### src/rtl/mem_arb_pkg.sv
// Shared definitions for the two-requester memory port arbiter.
// Latency: n/a (types and constants only).
// Backpressure: n/a.
`timescale 1ns/1ps
package mem_arb_pkg;

  localparam int DATA_LENGTH = 8;
  localparam int ADDR_LENGTH = 4;

  // Owner encoding carried through the tag pipeline and the round-robin state.
  localparam logic OWNER_A = 1'b0;
  localparam logic OWNER_B = 1'b1;

  // Tag travelling alongside each issued memory command.
  typedef struct packed {
    logic valid;
    logic owner;
    logic is_read;
  } tag_t;

endpackage

### src/rtl/mem_port_arbiter_if.sv
// Bundle of requester A/B handshakes, shared read return and memory command port.
// Latency: n/a (wiring only).
// Backpressure: requesters hold req until gnt; no backpressure on read return.
// Modports: master = requesters plus the memory model, slave = the arbiter.
`timescale 1ns/1ps
interface mem_port_arbiter_if import mem_arb_pkg::*; #(
  parameter int data_length = DATA_LENGTH,
  parameter int addr_length = ADDR_LENGTH
);

  logic                   req_a;
  logic                   we_a;
  logic [addr_length-1:0] addr_a;
  logic [data_length-1:0] wdata_a;
  logic                   gnt_a;
  logic                   rvalid_a;

  logic                   req_b;
  logic                   we_b;
  logic [addr_length-1:0] addr_b;
  logic [data_length-1:0] wdata_b;
  logic                   gnt_b;
  logic                   rvalid_b;

  logic [data_length-1:0] rdata;

  logic                   mem_read_write;
  logic [addr_length-1:0] mem_address;
  logic [data_length-1:0] mem_data_in;
  logic [data_length-1:0] mem_data_out;

  modport master (
    output req_a, we_a, addr_a, wdata_a,
    output req_b, we_b, addr_b, wdata_b,
    output mem_data_out,
    input  gnt_a, rvalid_a, gnt_b, rvalid_b, rdata,
    input  mem_read_write, mem_address, mem_data_in
  );

  modport slave (
    input  req_a, we_a, addr_a, wdata_a,
    input  req_b, we_b, addr_b, wdata_b,
    input  mem_data_out,
    output gnt_a, rvalid_a, gnt_b, rvalid_b, rdata,
    output mem_read_write, mem_address, mem_data_in
  );

endinterface

### src/rtl/rr_arb2.sv
// Two-way round-robin picker; remembers the last granted owner.
// Latency: grant is combinational in the request cycle.
// Backpressure: the loser simply keeps requesting; grants are forced low in reset.
// Ports: clk, rst_n, req_a/req_b in, gnt_a/gnt_b out.
`timescale 1ns/1ps
module rr_arb2 import mem_arb_pkg::*; (
  input  logic clk,
  input  logic rst_n,
  input  logic req_a,
  input  logic req_b,
  output logic gnt_a,
  output logic gnt_b
);

  logic last_owner_q;
  logic last_owner_d;

  // Under contention the requester that did not win last time goes first.
  // rst_n gating keeps both grants low while reset is held.
  always_comb begin
    gnt_a = rst_n & req_a & (~req_b | (last_owner_q == OWNER_B));
    gnt_b = rst_n & req_b & (~req_a | (last_owner_q == OWNER_A));
  end

  always_comb begin
    last_owner_d = last_owner_q;
    if (gnt_a) begin
      last_owner_d = OWNER_A;
    end else if (gnt_b) begin
      last_owner_d = OWNER_B;
    end
  end

  // Reset to B so that A wins the first contention.
  always_ff @(posedge clk or negedge rst_n) begin
    if (!rst_n) begin
      last_owner_q <= OWNER_B;
    end else begin
      last_owner_q <= last_owner_d;
    end
  end

endmodule

### src/rtl/mem_port_arbiter.sv
// Shares one single-port synchronous memory between requesters A and B.
// Latency: gnt is combinational; read data returns with rvalid 2 cycles after gnt.
// Backpressure: loser holds req until granted; one access per cycle, no return stall.
// Ports: clk, rst_n, bus (slave modport: A/B handshakes, rdata, memory command/data).
`timescale 1ns/1ps
module mem_port_arbiter import mem_arb_pkg::*; #(
  parameter int data_length = DATA_LENGTH,
  parameter int addr_length = ADDR_LENGTH
) (
  input  logic               clk,
  input  logic               rst_n,
  mem_port_arbiter_if.slave  bus
);

  logic gnt_a;
  logic gnt_b;

  logic                   mem_read_write_q, mem_read_write_d;
  logic [addr_length-1:0] mem_address_q,    mem_address_d;
  logic [data_length-1:0] mem_data_in_q,    mem_data_in_d;

  // s1: command sitting on the memory port; s2: read data now on mem_data_out.
  tag_t s1_q, s1_d;
  tag_t s2_q;

  rr_arb2 u_rr_arb2 (
    .clk   (clk),
    .rst_n (rst_n),
    .req_a (bus.req_a),
    .req_b (bus.req_b),
    .gnt_a (gnt_a),
    .gnt_b (gnt_b)
  );

  // Issue stage. With no grant the port falls back to a read of the held
  // address; it is harmless because its tag is invalid.
  always_comb begin
    mem_read_write_d = 1'b0;
    mem_address_d    = mem_address_q;
    mem_data_in_d    = mem_data_in_q;
    s1_d             = '0;
    if (gnt_a) begin
      mem_read_write_d = bus.we_a;
      mem_address_d    = bus.addr_a;
      mem_data_in_d    = bus.wdata_a;
      s1_d.valid       = 1'b1;
      s1_d.owner       = OWNER_A;
      s1_d.is_read     = ~bus.we_a;
    end else if (gnt_b) begin
      mem_read_write_d = bus.we_b;
      mem_address_d    = bus.addr_b;
      mem_data_in_d    = bus.wdata_b;
      s1_d.valid       = 1'b1;
      s1_d.owner       = OWNER_B;
      s1_d.is_read     = ~bus.we_b;
    end
  end

  always_ff @(posedge clk or negedge rst_n) begin
    if (!rst_n) begin
      mem_read_write_q <= 1'b0;
      mem_address_q    <= '0;
      mem_data_in_q    <= '0;
      s1_q             <= '0;
      s2_q             <= '0;
    end else begin
      mem_read_write_q <= mem_read_write_d;
      mem_address_q    <= mem_address_d;
      mem_data_in_q    <= mem_data_in_d;
      s1_q             <= s1_d;
      s2_q             <= s1_q;
    end
  end

  assign bus.gnt_a          = gnt_a;
  assign bus.gnt_b          = gnt_b;
  assign bus.mem_read_write = mem_read_write_q;
  assign bus.mem_address    = mem_address_q;
  assign bus.mem_data_in    = mem_data_in_q;

  // Memory output is already registered inside the memory, so it is
  // returned straight through, qualified by the stage-2 tag.
  assign bus.rdata    = bus.mem_data_out;
  assign bus.rvalid_a = s2_q.valid & s2_q.is_read & (s2_q.owner == OWNER_A);
  assign bus.rvalid_b = s2_q.valid & s2_q.is_read & (s2_q.owner == OWNER_B);

endmodule

### src/flat_wrapper.sv
// flat-port wrapper written by rule: the top's interface ports become plain ports
module mem_port_arbiter_flat import mem_arb_pkg::*;
#(
  parameter int data_length = DATA_LENGTH,
  parameter int addr_length = ADDR_LENGTH
)
  (clk, rst_n, bus_req_a, bus_we_a, bus_addr_a, bus_wdata_a, bus_req_b, bus_we_b, bus_addr_b, bus_wdata_b, bus_mem_data_out, bus_gnt_a, bus_rvalid_a, bus_gnt_b, bus_rvalid_b, bus_rdata, bus_mem_read_write, bus_mem_address, bus_mem_data_in);
  mem_port_arbiter_if #(.data_length(data_length), .addr_length(addr_length)) bus_i ();
  input  logic clk;
  input  logic rst_n;
  input wire logic [$bits(bus_i.req_a)-1:0] bus_req_a;
  input wire logic [$bits(bus_i.we_a)-1:0] bus_we_a;
  input wire logic [$bits(bus_i.addr_a)-1:0] bus_addr_a;
  input wire logic [$bits(bus_i.wdata_a)-1:0] bus_wdata_a;
  input wire logic [$bits(bus_i.req_b)-1:0] bus_req_b;
  input wire logic [$bits(bus_i.we_b)-1:0] bus_we_b;
  input wire logic [$bits(bus_i.addr_b)-1:0] bus_addr_b;
  input wire logic [$bits(bus_i.wdata_b)-1:0] bus_wdata_b;
  input wire logic [$bits(bus_i.mem_data_out)-1:0] bus_mem_data_out;
  output wire logic [$bits(bus_i.gnt_a)-1:0] bus_gnt_a;
  output wire logic [$bits(bus_i.rvalid_a)-1:0] bus_rvalid_a;
  output wire logic [$bits(bus_i.gnt_b)-1:0] bus_gnt_b;
  output wire logic [$bits(bus_i.rvalid_b)-1:0] bus_rvalid_b;
  output wire logic [$bits(bus_i.rdata)-1:0] bus_rdata;
  output wire logic [$bits(bus_i.mem_read_write)-1:0] bus_mem_read_write;
  output wire logic [$bits(bus_i.mem_address)-1:0] bus_mem_address;
  output wire logic [$bits(bus_i.mem_data_in)-1:0] bus_mem_data_in;
  assign bus_i.req_a = bus_req_a;
  assign bus_i.we_a = bus_we_a;
  assign bus_i.addr_a = bus_addr_a;
  assign bus_i.wdata_a = bus_wdata_a;
  assign bus_i.req_b = bus_req_b;
  assign bus_i.we_b = bus_we_b;
  assign bus_i.addr_b = bus_addr_b;
  assign bus_i.wdata_b = bus_wdata_b;
  assign bus_i.mem_data_out = bus_mem_data_out;
  assign bus_gnt_a = bus_i.gnt_a;
  assign bus_rvalid_a = bus_i.rvalid_a;
  assign bus_gnt_b = bus_i.gnt_b;
  assign bus_rvalid_b = bus_i.rvalid_b;
  assign bus_rdata = bus_i.rdata;
  assign bus_mem_read_write = bus_i.mem_read_write;
  assign bus_mem_address = bus_i.mem_address;
  assign bus_mem_data_in = bus_i.mem_data_in;
  mem_port_arbiter #(.data_length(data_length), .addr_length(addr_length)) u_core (.clk(clk), .rst_n(rst_n), .bus(bus_i));
endmodule
### config.mk
export PLATFORM = sky130hd
export DESIGN_NAME = mem_port_arbiter_flat
export DESIGN_NICKNAME = d
export VERILOG_FILES = /design/src/rtl/mem_arb_pkg.sv /design/src/rtl/mem_port_arbiter_if.sv /design/src/rtl/rr_arb2.sv /design/src/rtl/mem_port_arbiter.sv /design/src/flat_wrapper.sv
export SDC_FILE = /design/constraint.sdc
export NUM_CORES = 1
export LEC_CHECK = 0
export BUFFER_PORTS_ARGS = -buffer_cell sky130_fd_sc_hd__buf_2
export CAP_MARGIN = 20
export CORE_MARGIN = 3
export CORE_UTILIZATION = 44
export CTS_BUF_LIST = sky130_fd_sc_hd__clkbuf_4 sky130_fd_sc_hd__clkbuf_8 sky130_fd_sc_hd__clkbuf_16
export CTS_CLUSTER_SIZE = 14
export DETAILED_ROUTE_END_ITERATION = 8
export MAX_ROUTING_LAYER = met4
export PLACE_DENSITY = 0.82
export SLEW_MARGIN = 20
export SYNTH_ARGS = -nofsm -noshare
export SYNTH_HDL_FRONTEND = slang
export SYNTH_SLANG_ARGS = --single-unit
### constraint.sdc
create_clock -name clk -period 3.6 [get_ports clk]
set_input_delay 0.72 -clock clk [delete_from_list [all_inputs] [get_ports clk]]
set_output_delay 0.72 -clock clk [all_outputs]
set_load 0.02 [all_outputs]
==> impl_metrics.json <==
{
  "outcome": "finished, final reports clean",
  "root_buffer": "clkbuf_4",
  "yosys-top-cells-area": "dfrtp_1 (50%), buf_4 (8.7%), a31oi_1 (7.9%), nand3_1 (6.9%), o21ai_0 (5.8%)",
  "clk_latency_ps": 300,
  "end_kind": "output pin",
  "placed_area_um2": 1110,
  "syn2layout_area_growth_pct": 21.0,
  "worstPathArrival_ps": 1660,
  "synth.area.mux_share": 0,
  "grt_setup_unrepaired": "no",
  "final-seq-area_um2": 502,
  "fin_crit_ps": 2380,
  "p_leak_nw": 0.568,
  "synthAdderAreaFrac": 0,
  "worstReg2RegEnd": "u_core.s1_q[0]",
  "dp_hpwl_um": 1610,
  "yosysMostFrequentCell": "dfrtp_1",
  "synth_common_cells": "dfrtp_1 (19), nor2_1 (14), nand3_1 (13), a31oi_1 (12)",
  "cts_resized": 0,
  "ir_drop_v": 0.000278,
  "synth_top_family_by_area": "compound AO/OA/AOI/OAI gates",
  "worst-path-max-fanout": 15,
  "cp-endpoint": "bus_gnt_a",
  "clk_pin_slew_ps": 110,
  "synthSimpleGateAreaFrac": 0.174,
  "syn_area_um2": 948,
  "startpoint_type": "input pin",
  "power_density_nw_per_um2": 456,
  "ys_ff_latch": 20,
  "period_share": 0.660,
  "tightest_slew_ps": 821,
  "drc": 0,
  "htree_levels": 1,
  "syn_inst": 102,
  "grt_max_degree": 27,
  "dr.pass1.iters": 4,
  "die_area_um2": 2750,
  "fillers": 189,
  "fmax_mhz": 421,
  "vias": 848,
  "required_ps": 2880,
  "core_area_um2": 2000,
  "slew_violations": 0,
  "cts_tree": "built",
  "num_antenna_cells": 0,
  "max-cap-violations": 0,
  "hold_path.class": "input pin to asynchronous set/reset pin",
  "cts_max_path_buffers": 2,
  "grt_use_total": 0.170,
  "ys_async_sr_fraction": 1.00,
  "rows": 16,
  "synth_area_per_cell_um2": 9.30,
  "fin_ws_ps": 1220,
  "syn_nets": 140,
  "setup_total_negative_slack_ps": 0,
  "synth_top_area_share": 0.501,
  "cp-startpoint": "rst_n",
  "grt_pass1_vias": 743,
  "drive_gt1_frac": 0.377,
  "hold_buffers": 0,
  "synth_top_cell_by_area": "dfrtp_1",
  "synth-xor-area-share": 0,
  "fin_skew_ps": 4.79,
  "ys_warn_count": 0,
  "grt_first_pass_wirelength_um": 3390,
  "nets": 177,
  "via_per_inst": 5.14,
  "setup_viol": 0,
  "routedWlPerCell_um": 13.0,
  "multi_input_area_um2": 330,
  "pre_cts_slack_ps": 1190,
  "r2r_slack_ps": 2200,
  "synth-compound-area-share": 0.174,
  "portBuffers": 46,
  "cts_setup_buffers": 0,
  "ys_seq_area_frac": 0.529,
  "crit_type": "input pin to output pin",
  "initialDrtViolationCount": 30,
  "wirelength_um": 2140,
  "ant_nets": 0,
  "stdcell_area_um2": 1150,
  "grt.overflow.total": 0,
  "start_util": 0.474,
  "r2r-start": "u_core.u_rr_arb2.last_owner_q",
  "num_io_pins": 63,
  "cts_buffers": 3,
  "die_y_um": 52.4,
  "hold_viol_final": 0,
  "max-slew-margin-rel": 0.453,
  "yosys_most_used_dff": "dfrtp_1",
  "synth_cell_types": 18,
  "die_x_um": 52.4,
  "synth_enable_flop_cells": 0,
  "r2r_cells": 3,
  "clkSinkCount": 20,
  "gp_congestion": 0.857,
  "antenna_found_initial": 0
}
## registers in the layout, summed over array words and instances (netlist names)
name                           flops
u_core.bus.mem_data_in             8
u_core.s1_q                        3
u_core.bus.mem_address             4
u_core.bus.mem_read_write          1
u_core.u_rr_arb2.last_owner_q      1
u_core.s2_q                        3
## metrics by stage
step           power, W  instances   util  hold slack (ps)
3_5_place_dp   0.000401        161  0.555              336
6_report       0.000523        165  0.573              281
5_1_grt        0.000553        165  0.573              293
3_3_place_gp   0.000396        161  0.555              332
2_1_floorplan  0.000365        102      -              331
4_1_cts        0.000528        165  0.573              284
## where the power goes
group	total [W]	internal, W	switching (W)	leakage (nW)
Sequential	0.000266	0.000253	0.0000131	0.235
Clock	0.000128	0.0000617	0.0000662	0.0210
Combinational	0.000130	0.0000468	0.0000828	0.312
Total	0.000523	0.000361	0.000162	0.568
## routing by layer
layer,vias up,track usage,part of all wire
met5,-,-,0
met4,0,0.0468,0.0079
met2,39,0.260,0.48
li1,418,-,-
met1,389,0.225,0.42
met3,2,0.0427,0.086
## placed cells by master (no fill, tap or decap)
| master | Yosys | layout |
|---|---|---|
| and3_1 | 2 | 2 |
| nor2_1 | 14 | 14 |
| buf_2 | 3 | 46 |
| inv_1 | 2 | 2 |
| and2b_1 | 1 | 1 |
| a21o_1 | 1 | 1 |
| and2_1 | 1 | 1 |
| nand3_1 | 13 | 13 |
| nand2_1 | 4 | 4 |
| clkbuf_4 | 0 | 3 |
| a31oi_1 | 12 | 12 |
| nand2b_1 | 1 | 1 |
| o21a_1 | 1 | 1 |
| dfrtp_1 | 19 | 19 |
| o21ai_0 | 11 | 11 |
| clkbuf_8 | 0 | 1 |
| o21ai_1 | 4 | 4 |
| buf_4 | 11 | 1 |
| dfstp_2 | 1 | 1 |
## kinds of logic after synthesis
family,Yosys count
simple gates,36
compound gates,29
flops,20
buf+inv,17
## critical path, cell delays in order
cell and delay, ps:
buf_2 260, nand2_1 330, nor2_1 170, buf_2 170
## final cells by class
class / instances / area share
clock buffer: 4 / 0.0316
inverter: 2 / 0.00654
multi-input combinational: 65 / 0.288
sequential: 20 / 0.437
tap: 27 / 0.0294
timing repair buffer: 47 / 0.207
## worst min path at each step
stage / startpoint / end / slack, ps / depth (start not counted)
CTS: rst_n / u_core.s2_q[0] / 280 / 1
detailed placement: u_core.s1_q[1] / u_core.s2_q[1] / 340 / 0
global route: rst_n / u_core.s2_q[0] / 290 / 1
global placement: u_core.s1_q[2] / u_core.s2_q[2] / 330 / 0
finish: rst_n / u_core.s2_q[0] / 280 / 1
floorplan: u_core.s1_q[0] / u_core.s2_q[0] / 330 / 0
Note: power is estimated with default switching activity, not from simulation.
